==> config.mk <==
export PLATFORM = sky130hd
export DESIGN_NAME = prog_loader_flat
export DESIGN_NICKNAME = d
export VERILOG_FILES = /design/src/rtl/prog_loader_if.sv /design/src/rtl/prog_loader.sv /design/src/flat_wrapper.sv
export SDC_FILE = /design/constraint.sdc
export NUM_CORES = 1
export LEC_CHECK = 0
export BUFFER_PORTS_ARGS = -buffer_cell sky130_fd_sc_hd__buf_2
export CORE_ASPECT_RATIO = 0.7
export CORE_UTILIZATION = 40
export CTS_BUF_LIST = sky130_fd_sc_hd__clkbuf_8 sky130_fd_sc_hd__clkbuf_16
export DETAILED_ROUTE_END_ITERATION = 7
export GPL_TIMING_DRIVEN = 0
export PLACE_DENSITY = 0.6
export SYNTH_ARGS = -nofsm -noshare
export SYNTH_HDL_FRONTEND = slang
export SYNTH_SLANG_ARGS = --single-unit
==> constraint.sdc <==
create_clock -name clk -period 2.4 [get_ports clk]
set_input_delay 0.36 -clock clk [delete_from_list [all_inputs] [get_ports clk]]
set_output_delay 0.36 -clock clk [all_outputs]
set_load 0.01 [all_outputs]
==> src/rtl/prog_loader_if.sv <==
// Stream-in and memory-write bundle for the boot loader.
// The master side is the loader; the slave side is the byte source and memory.
interface prog_loader_if #(
  parameter int DATA_WIDTH = 32,
  parameter int LEN_W      = 8
);
  logic                  start;
  logic [LEN_W-1:0]      len;
  logic [7:0]            byte_in;
  logic                  byte_valid;
  logic                  byte_ready;
  logic [DATA_WIDTH-1:0] mem_addr;
  logic [DATA_WIDTH-1:0] mem_wdata;
  logic                  mem_we;
  logic [DATA_WIDTH-1:0] mem_rdata;
  logic                  busy;
  logic                  done;
  logic                  error;
  logic                  cpu_rst_n;

  modport master (
    input  start, len, byte_in, byte_valid, mem_rdata,
    output byte_ready, mem_addr, mem_wdata, mem_we, busy, done, error, cpu_rst_n
  );

  modport slave (
    output start, len, byte_in, byte_valid, mem_rdata,
    input  byte_ready, mem_addr, mem_wdata, mem_we, busy, done, error, cpu_rst_n
  );
endinterface

==> src/rtl/prog_loader.sv <==
// Boot loader: packs a little-endian byte stream into words, writes them to memory,
// reads them back against a trailing checksum and releases the CPU reset on success.
module prog_loader #(
  parameter int DATA_WIDTH = 32,
  parameter int DEPTH      = 200,
  parameter int LEN_W      = 8
) (
  input  logic          clk,
  input  logic          rst,
  prog_loader_if.master bus
);

  typedef enum logic [2:0] {IDLE, RECV, WRITE, CSUM, VERIFY, CHECK, DONE, ERR} state_t;

  localparam logic [LEN_W:0] DEPTH_MAX = (LEN_W+1)'(DEPTH);

  state_t                state_q, state_d;
  logic [LEN_W-1:0]      len_q, len_d;
  logic [LEN_W-1:0]      idx_q, idx_d;
  logic [1:0]            bcnt_q, bcnt_d;
  logic [DATA_WIDTH-1:0] word_q, word_d;
  logic [DATA_WIDTH-1:0] rsum_q, rsum_d;
  logic [DATA_WIDTH-1:0] vsum_q, vsum_d;

  logic ready, take, len_bad;

  assign ready   = (state_q == RECV) || (state_q == CSUM);
  assign take    = ready && bus.byte_valid;
  assign len_bad = (bus.len == '0) || ({1'b0, bus.len} > DEPTH_MAX);

  always_ff @(posedge clk or negedge rst) begin
    if (!rst) begin
      state_q <= IDLE;
      len_q   <= '0;
      idx_q   <= '0;
      bcnt_q  <= '0;
      word_q  <= '0;
      rsum_q  <= '0;
      vsum_q  <= '0;
    end else begin
      state_q <= state_d;
      len_q   <= len_d;
      idx_q   <= idx_d;
      bcnt_q  <= bcnt_d;
      word_q  <= word_d;
      rsum_q  <= rsum_d;
      vsum_q  <= vsum_d;
    end
  end

  always_comb begin
    state_d = state_q;
    len_d   = len_q;
    idx_d   = idx_q;
    bcnt_d  = bcnt_q;
    word_d  = word_q;
    rsum_d  = rsum_q;
    vsum_d  = vsum_q;
    case (state_q)
      IDLE, DONE, ERR: begin
        if (bus.start) begin
          len_d   = bus.len;
          idx_d   = '0;
          bcnt_d  = '0;
          word_d  = '0;
          rsum_d  = '0;
          vsum_d  = '0;
          state_d = len_bad ? ERR : RECV;
        end
      end
      // word_q shifts right so the first byte lands in [7:0]; in CSUM it
      // is reused to hold the expected checksum once all data is written.
      RECV, CSUM: begin
        if (take) begin
          word_d = {bus.byte_in, word_q[DATA_WIDTH-1:8]};
          bcnt_d = bcnt_q + 2'd1;
          if (bcnt_q == 2'd3) begin
            if (state_q == RECV) begin
              state_d = WRITE;
            end else begin
              idx_d   = '0;
              state_d = VERIFY;
            end
          end
        end
      end
      WRITE: begin
        rsum_d  = rsum_q + word_q;
        idx_d   = idx_q + 1'b1;
        state_d = (idx_d == len_q) ? CSUM : RECV;
      end
      VERIFY: begin
        vsum_d = vsum_q + bus.mem_rdata;
        idx_d  = idx_q + 1'b1;
        if (idx_q == len_q - 1'b1) state_d = CHECK;
      end
      CHECK: begin
        state_d = ((rsum_q == word_q) && (vsum_q == word_q)) ? DONE : ERR;
      end
      default: state_d = IDLE;
    endcase
  end

  always_comb begin
    bus.byte_ready = ready;
    bus.mem_we     = (state_q == WRITE);
    bus.mem_addr   = '0;
    bus.mem_wdata  = '0;
    bus.busy       = 1'b0;
    bus.done       = 1'b0;
    bus.error      = 1'b0;
    bus.cpu_rst_n  = 1'b0;
    case (state_q)
      RECV, CSUM, CHECK: bus.busy = 1'b1;
      WRITE: begin
        bus.busy      = 1'b1;
        bus.mem_addr  = DATA_WIDTH'(idx_q);
        bus.mem_wdata = word_q;
      end
      VERIFY: begin
        bus.busy     = 1'b1;
        bus.mem_addr = DATA_WIDTH'(idx_q);
      end
      DONE: begin
        bus.done      = 1'b1;
        bus.cpu_rst_n = 1'b1;
      end
      ERR:     bus.error = 1'b1;
      default: ;
    endcase
  end

endmodule

==> src/flat_wrapper.sv <==
// flat-port wrapper written by rule: the top's interface ports become plain ports
module prog_loader_flat 
#(
  parameter int DATA_WIDTH = 32,
  parameter int DEPTH      = 200,
  parameter int LEN_W      = 8
)
  (clk, rst, bus_start, bus_len, bus_byte_in, bus_byte_valid, bus_mem_rdata, bus_byte_ready, bus_mem_addr, bus_mem_wdata, bus_mem_we, bus_busy, bus_done, bus_error, bus_cpu_rst_n);
  prog_loader_if #(.DATA_WIDTH(DATA_WIDTH), .LEN_W(LEN_W)) bus_i ();
  input  logic clk;
  input  logic rst;
  input wire logic [$bits(bus_i.start)-1:0] bus_start;
  input wire logic [$bits(bus_i.len)-1:0] bus_len;
  input wire logic [$bits(bus_i.byte_in)-1:0] bus_byte_in;
  input wire logic [$bits(bus_i.byte_valid)-1:0] bus_byte_valid;
  input wire logic [$bits(bus_i.mem_rdata)-1:0] bus_mem_rdata;
  output wire logic [$bits(bus_i.byte_ready)-1:0] bus_byte_ready;
  output wire logic [$bits(bus_i.mem_addr)-1:0] bus_mem_addr;
  output wire logic [$bits(bus_i.mem_wdata)-1:0] bus_mem_wdata;
  output wire logic [$bits(bus_i.mem_we)-1:0] bus_mem_we;
  output wire logic [$bits(bus_i.busy)-1:0] bus_busy;
  output wire logic [$bits(bus_i.done)-1:0] bus_done;
  output wire logic [$bits(bus_i.error)-1:0] bus_error;
  output wire logic [$bits(bus_i.cpu_rst_n)-1:0] bus_cpu_rst_n;
  assign bus_i.start = bus_start;
  assign bus_i.len = bus_len;
  assign bus_i.byte_in = bus_byte_in;
  assign bus_i.byte_valid = bus_byte_valid;
  assign bus_i.mem_rdata = bus_mem_rdata;
  assign bus_byte_ready = bus_i.byte_ready;
  assign bus_mem_addr = bus_i.mem_addr;
  assign bus_mem_wdata = bus_i.mem_wdata;
  assign bus_mem_we = bus_i.mem_we;
  assign bus_busy = bus_i.busy;
  assign bus_done = bus_i.done;
  assign bus_error = bus_i.error;
  assign bus_cpu_rst_n = bus_i.cpu_rst_n;
  prog_loader #(.DATA_WIDTH(DATA_WIDTH), .DEPTH(DEPTH), .LEN_W(LEN_W)) u_core (.clk(clk), .rst(rst), .bus(bus_i));
endmodule
==> out/summary.txt <==
Int Pwr = 7350 uW
Total Routed Length = 29.8 mm
Post-synth EDFFs = 0
Inst Count DP = 1464
CP most frequent cell = nand2_1
DRC Markers = 0
failing checks = negative setup slack
Avg Inst Size Synth = 8.78 um^2
grt ovf = 0
CTS clock-pin slew for the worst setup and hold paths = 0.06 ns
final setup margin = -0.268 ns
area occupied by multi-input gates = 6760 um^2
die width = 182 um
Detailed Routing Iterations Pass 1 = 5
post-synthesis async set-or-reset flop share = 100%
Setup crit end kind = flop
CP top delay family = compound AO/OA/AOI/OAI gates
Psw = 5760 uW
Sw Share = 43.9%
unrepaired setup endpoints after global routing = true
CTS max path bufs = 2
overall power = 13100 uW
dpl ws = -0.697 ns
Vias/cell = 5.72
endpoints failing hold = 0
IO Pins = 122
CTS tree = built
Post-Syn Area = 9110 um^2
count of clock tree sinks = 117
sequential area share after synthesis = 32.1%
WP data required = 2.72 ns
slowest CP cell = dfrtp_2
crit path time final = 2.67 ns
nets = 1350
GRT Util Overall = 25.3%
critical-path cell list = ha_4 > a2111oi_4 > nand2_1 > o211ai_1 > buf_4 > a21oi_4 > o21ai_2 > a31oi_2 > o31ai_2 > mux2i_1 > nand2_1
crit-path max FO = 2
Hold Crit Class = in -> reg
Arr. time, crit path = 2.98 ns
Top FF cell, synth = dfrtp_1
final cell count without fillers = 1545
root buffer cell = clkbuf_16
drt wl/cell = 19.3 um
clk_lat worst skew = 0.43 ns
Yosys reg bits = 117
Reg2Reg Depth = 11
WS Path Type = reg -> reg
Die ar. = 23400 um^2
f_max = 0.375 GHz
Tcrit/Tclk final = 111%
Levels on crit path = 11
# diodes = 0
post-route ant nets = 0
initial core utilization = 41.4%
combinational power share = 53.0%
DP HPWL = 20.6 mm
Fill cells = 1964
share of cells above drive strength 1 = 34.6%
Layout Area Growth over Synthesis = 34.6%
number of global-route vias before repair = 8025
CTS Buf Count = 17
Slew Limit Headroom = 16.2%
WP buf/inv = 1
initial antenna violation count = 0
status = finished, violations left
Hold Path Depth = 2
Register Area = 2970 um^2
Clock Skews = 0.00888 ns
Placer Congestion = 0.914
CP Launch Type = flop
P per Cell Area = 1070 nW/um^2
peak supply drop = 0.749 mV
I/O Buffers = 97
first-pass GRT wire length = 45.6 mm
clock power share = 21.7%
max incr delay on CP = 0.45 ns
Synth warnings = 0
largest net degree at the start of global routing = 74
max-slew violations = 0
DRT iter0 DRCs = 873
Flop pwr share = 25.3%
final setup vio count = 21
post-synthesis cell type count = 74
# Max-Cap Violations = 0
H-tree depth = 4
site row count = 45
via count = 8834
leakage = 0.00552 uW
Die Y = 128 um
worst slew pin tran = 1.25 ns
Mapped Cells = 1038
Core ar. = 22000 um^2
## per-layer routing
layer | vias up | global-route usage, % | share of wire [%]
li1 | 4141 | - | -
met1 | 4278 | 39.5 | 50
met2 | 382 | 35.4 | 41
met3 | 33 | 3.89 | 7.3
met4 | 0 | 6.97 | 1.4
met5 | - | 0 | 0
## Yosys cell counts, types with 3 or more instances
cell         n  area (um^2)
and3_1      18          113
nor2b_1      7         43.8
o31ai_1     12         90.1
nand2b_1     8         50.1
nor3_1      29          145
a221o_1      3         30.0
a2111oi_0    3         26.3
a22oi_1      3         22.5
xnor2_1     69          604
nand2_1     95          357
o21ai_0     69          345
ha_1        67          838
nor4_1      14         87.6
nand4_1     17          106
a211o_1      4         35.0
a22o_1      56          490
a211oi_1     3         22.5
a21oi_1     56          280
a21o_1      25          188
a31oi_1     11         68.8
clkbuf_1    36          135
mux2i_1      4         40.0
o21ai_1     11         55.1
and2_1      36          225
inv_1       28          105
mux2_2      10          113
buf_1        3         11.3
or3_1        4         25.0
nand3_1     23          115
o21bai_1    11         82.6
nor2_1      55          206
dfrtp_1    117         2930
o211a_1      3         30.0
buf_2        5         25.0
o211ai_1     5         37.5
buf_4       25          188
o22ai_1      3         18.8
a31o_2       4         35.0
o21a_1      12         90.1
xor2_1      33          289
## worst register-to-register path: cells and delay by family (launching register included)
family          cells  cell delay [ns]
fa+ha+maj           1             0.27
mux                 1             0.23
simple gates        2             0.18
buf+inv             1             0.18
flops               1             0.45
compound gates      6             1.24
## flip-flops by register name (all words and copies together), names as in the netlist
signal / count
u_core.idx_q: 8
u_core.rsum_q: 32
u_core.word_q: 32
u_core.vsum_q: 32
u_core.len_q: 8
u_core.bcnt_q: 2
u_core.state_q: 3
## power by group through the flow
stage	Combinational (uW)	Clock, uW	Sequential [uW]
finish	6950	2850	3310
detailed placement	5480	0	3280
CTS	6400	2880	3260
global route	7530	2960	3360
global placement	5430	0	3270
floorplan	4110	0	2920
## timing repair
item                                   CTS  global route
setup buffers                           41            18
setup endpoints to repair              128           126
endpoints found under the hold margin   44             0
resized for setup                      147           109
hold buffers                             1             0
cloned                                   0             4
pin swaps                               60            60
## through the flow
| stage | hold WS, ns | util, % | TNS (ns) | area, um^2 |
|---|---|---|---|---|
| 6_report | 0.143 | 55.7 | -2.10 | 12300 |
| 5_1_grt | 0.143 | 55.7 | -4.64 | 12300 |
| 4_1_cts | 0.133 | 53.4 | -1.08 | 11800 |
| 3_5_place_dp | 0.334 | 46.1 | -26.97 | 10100 |
| 3_3_place_gp | 0.471 | 45.9 | -108.40 | 10100 |
| 2_1_floorplan | 0.0644 | - | -0.0311 | 9240 |
## area by class of cell
class	count	share of cell area, %
clock inverters	10	1.46
repair inverters	1	0.0612
flip-flops and latches	117	24.2
clock buffers	20	3.81
repair buffers	160	8.20
multi-input cells	844	55.1
inverters	30	1.00
plain buffers	58	3.03
well taps	305	3.11
## cells in the final DEF (no fill, tap or decap), drive strengths merged, types with 41 or more instances in the layout
| master | n |
|---|---|
| nand2 | 95 |
| o21ai | 81 |
| a21oi | 58 |
| buf | 196 |
| clkbuf | 41 |
| dfrtp | 117 |
| xnor2 | 69 |
| ha | 67 |
| a22o | 56 |
| nor2 | 56 |
## cell families after synthesis
| logic type | share of synthesized area, % |
|---|---|
| AND/OR/NAND/NOR | 17.5 |
| AO/OA/AOI/OAI | 23.9 |
| flip-flops | 32.1 |
| XOR/XNOR | 9.81 |
| buffers and inverters | 5.30 |
| adder cells (fa/ha/maj) | 9.64 |
| multiplexers | 1.68 |
| other | 0.0412 |
## final timing paths
path / startpoint / endpoint / slack, ns
max: u_core.word_q[4]$_DFFE_PN0P_ / u_core.rsum_q[30]$_DFFE_PN0P_ / -0.27
min: bus_byte_in[0] / u_core.word_q[24]$_DFFE_PN0P_ / 0.14
max reg2reg: u_core.word_q[4]$_DFFE_PN0P_ / u_core.rsum_q[30]$_DFFE_PN0P_ / -0.27
min reg2reg: u_core.rsum_q[16]$_DFFE_PN0P_ / u_core.rsum_q[16]$_DFFE_PN0P_ / 0.49
max in group asynchronous: rst / u_core.word_q[26]$_DFFE_PN0P_ / 1.19
min in group asynchronous: rst / u_core.rsum_q[5]$_DFFE_PN0P_ / 0.44
(Power assumes the default switching activity.)
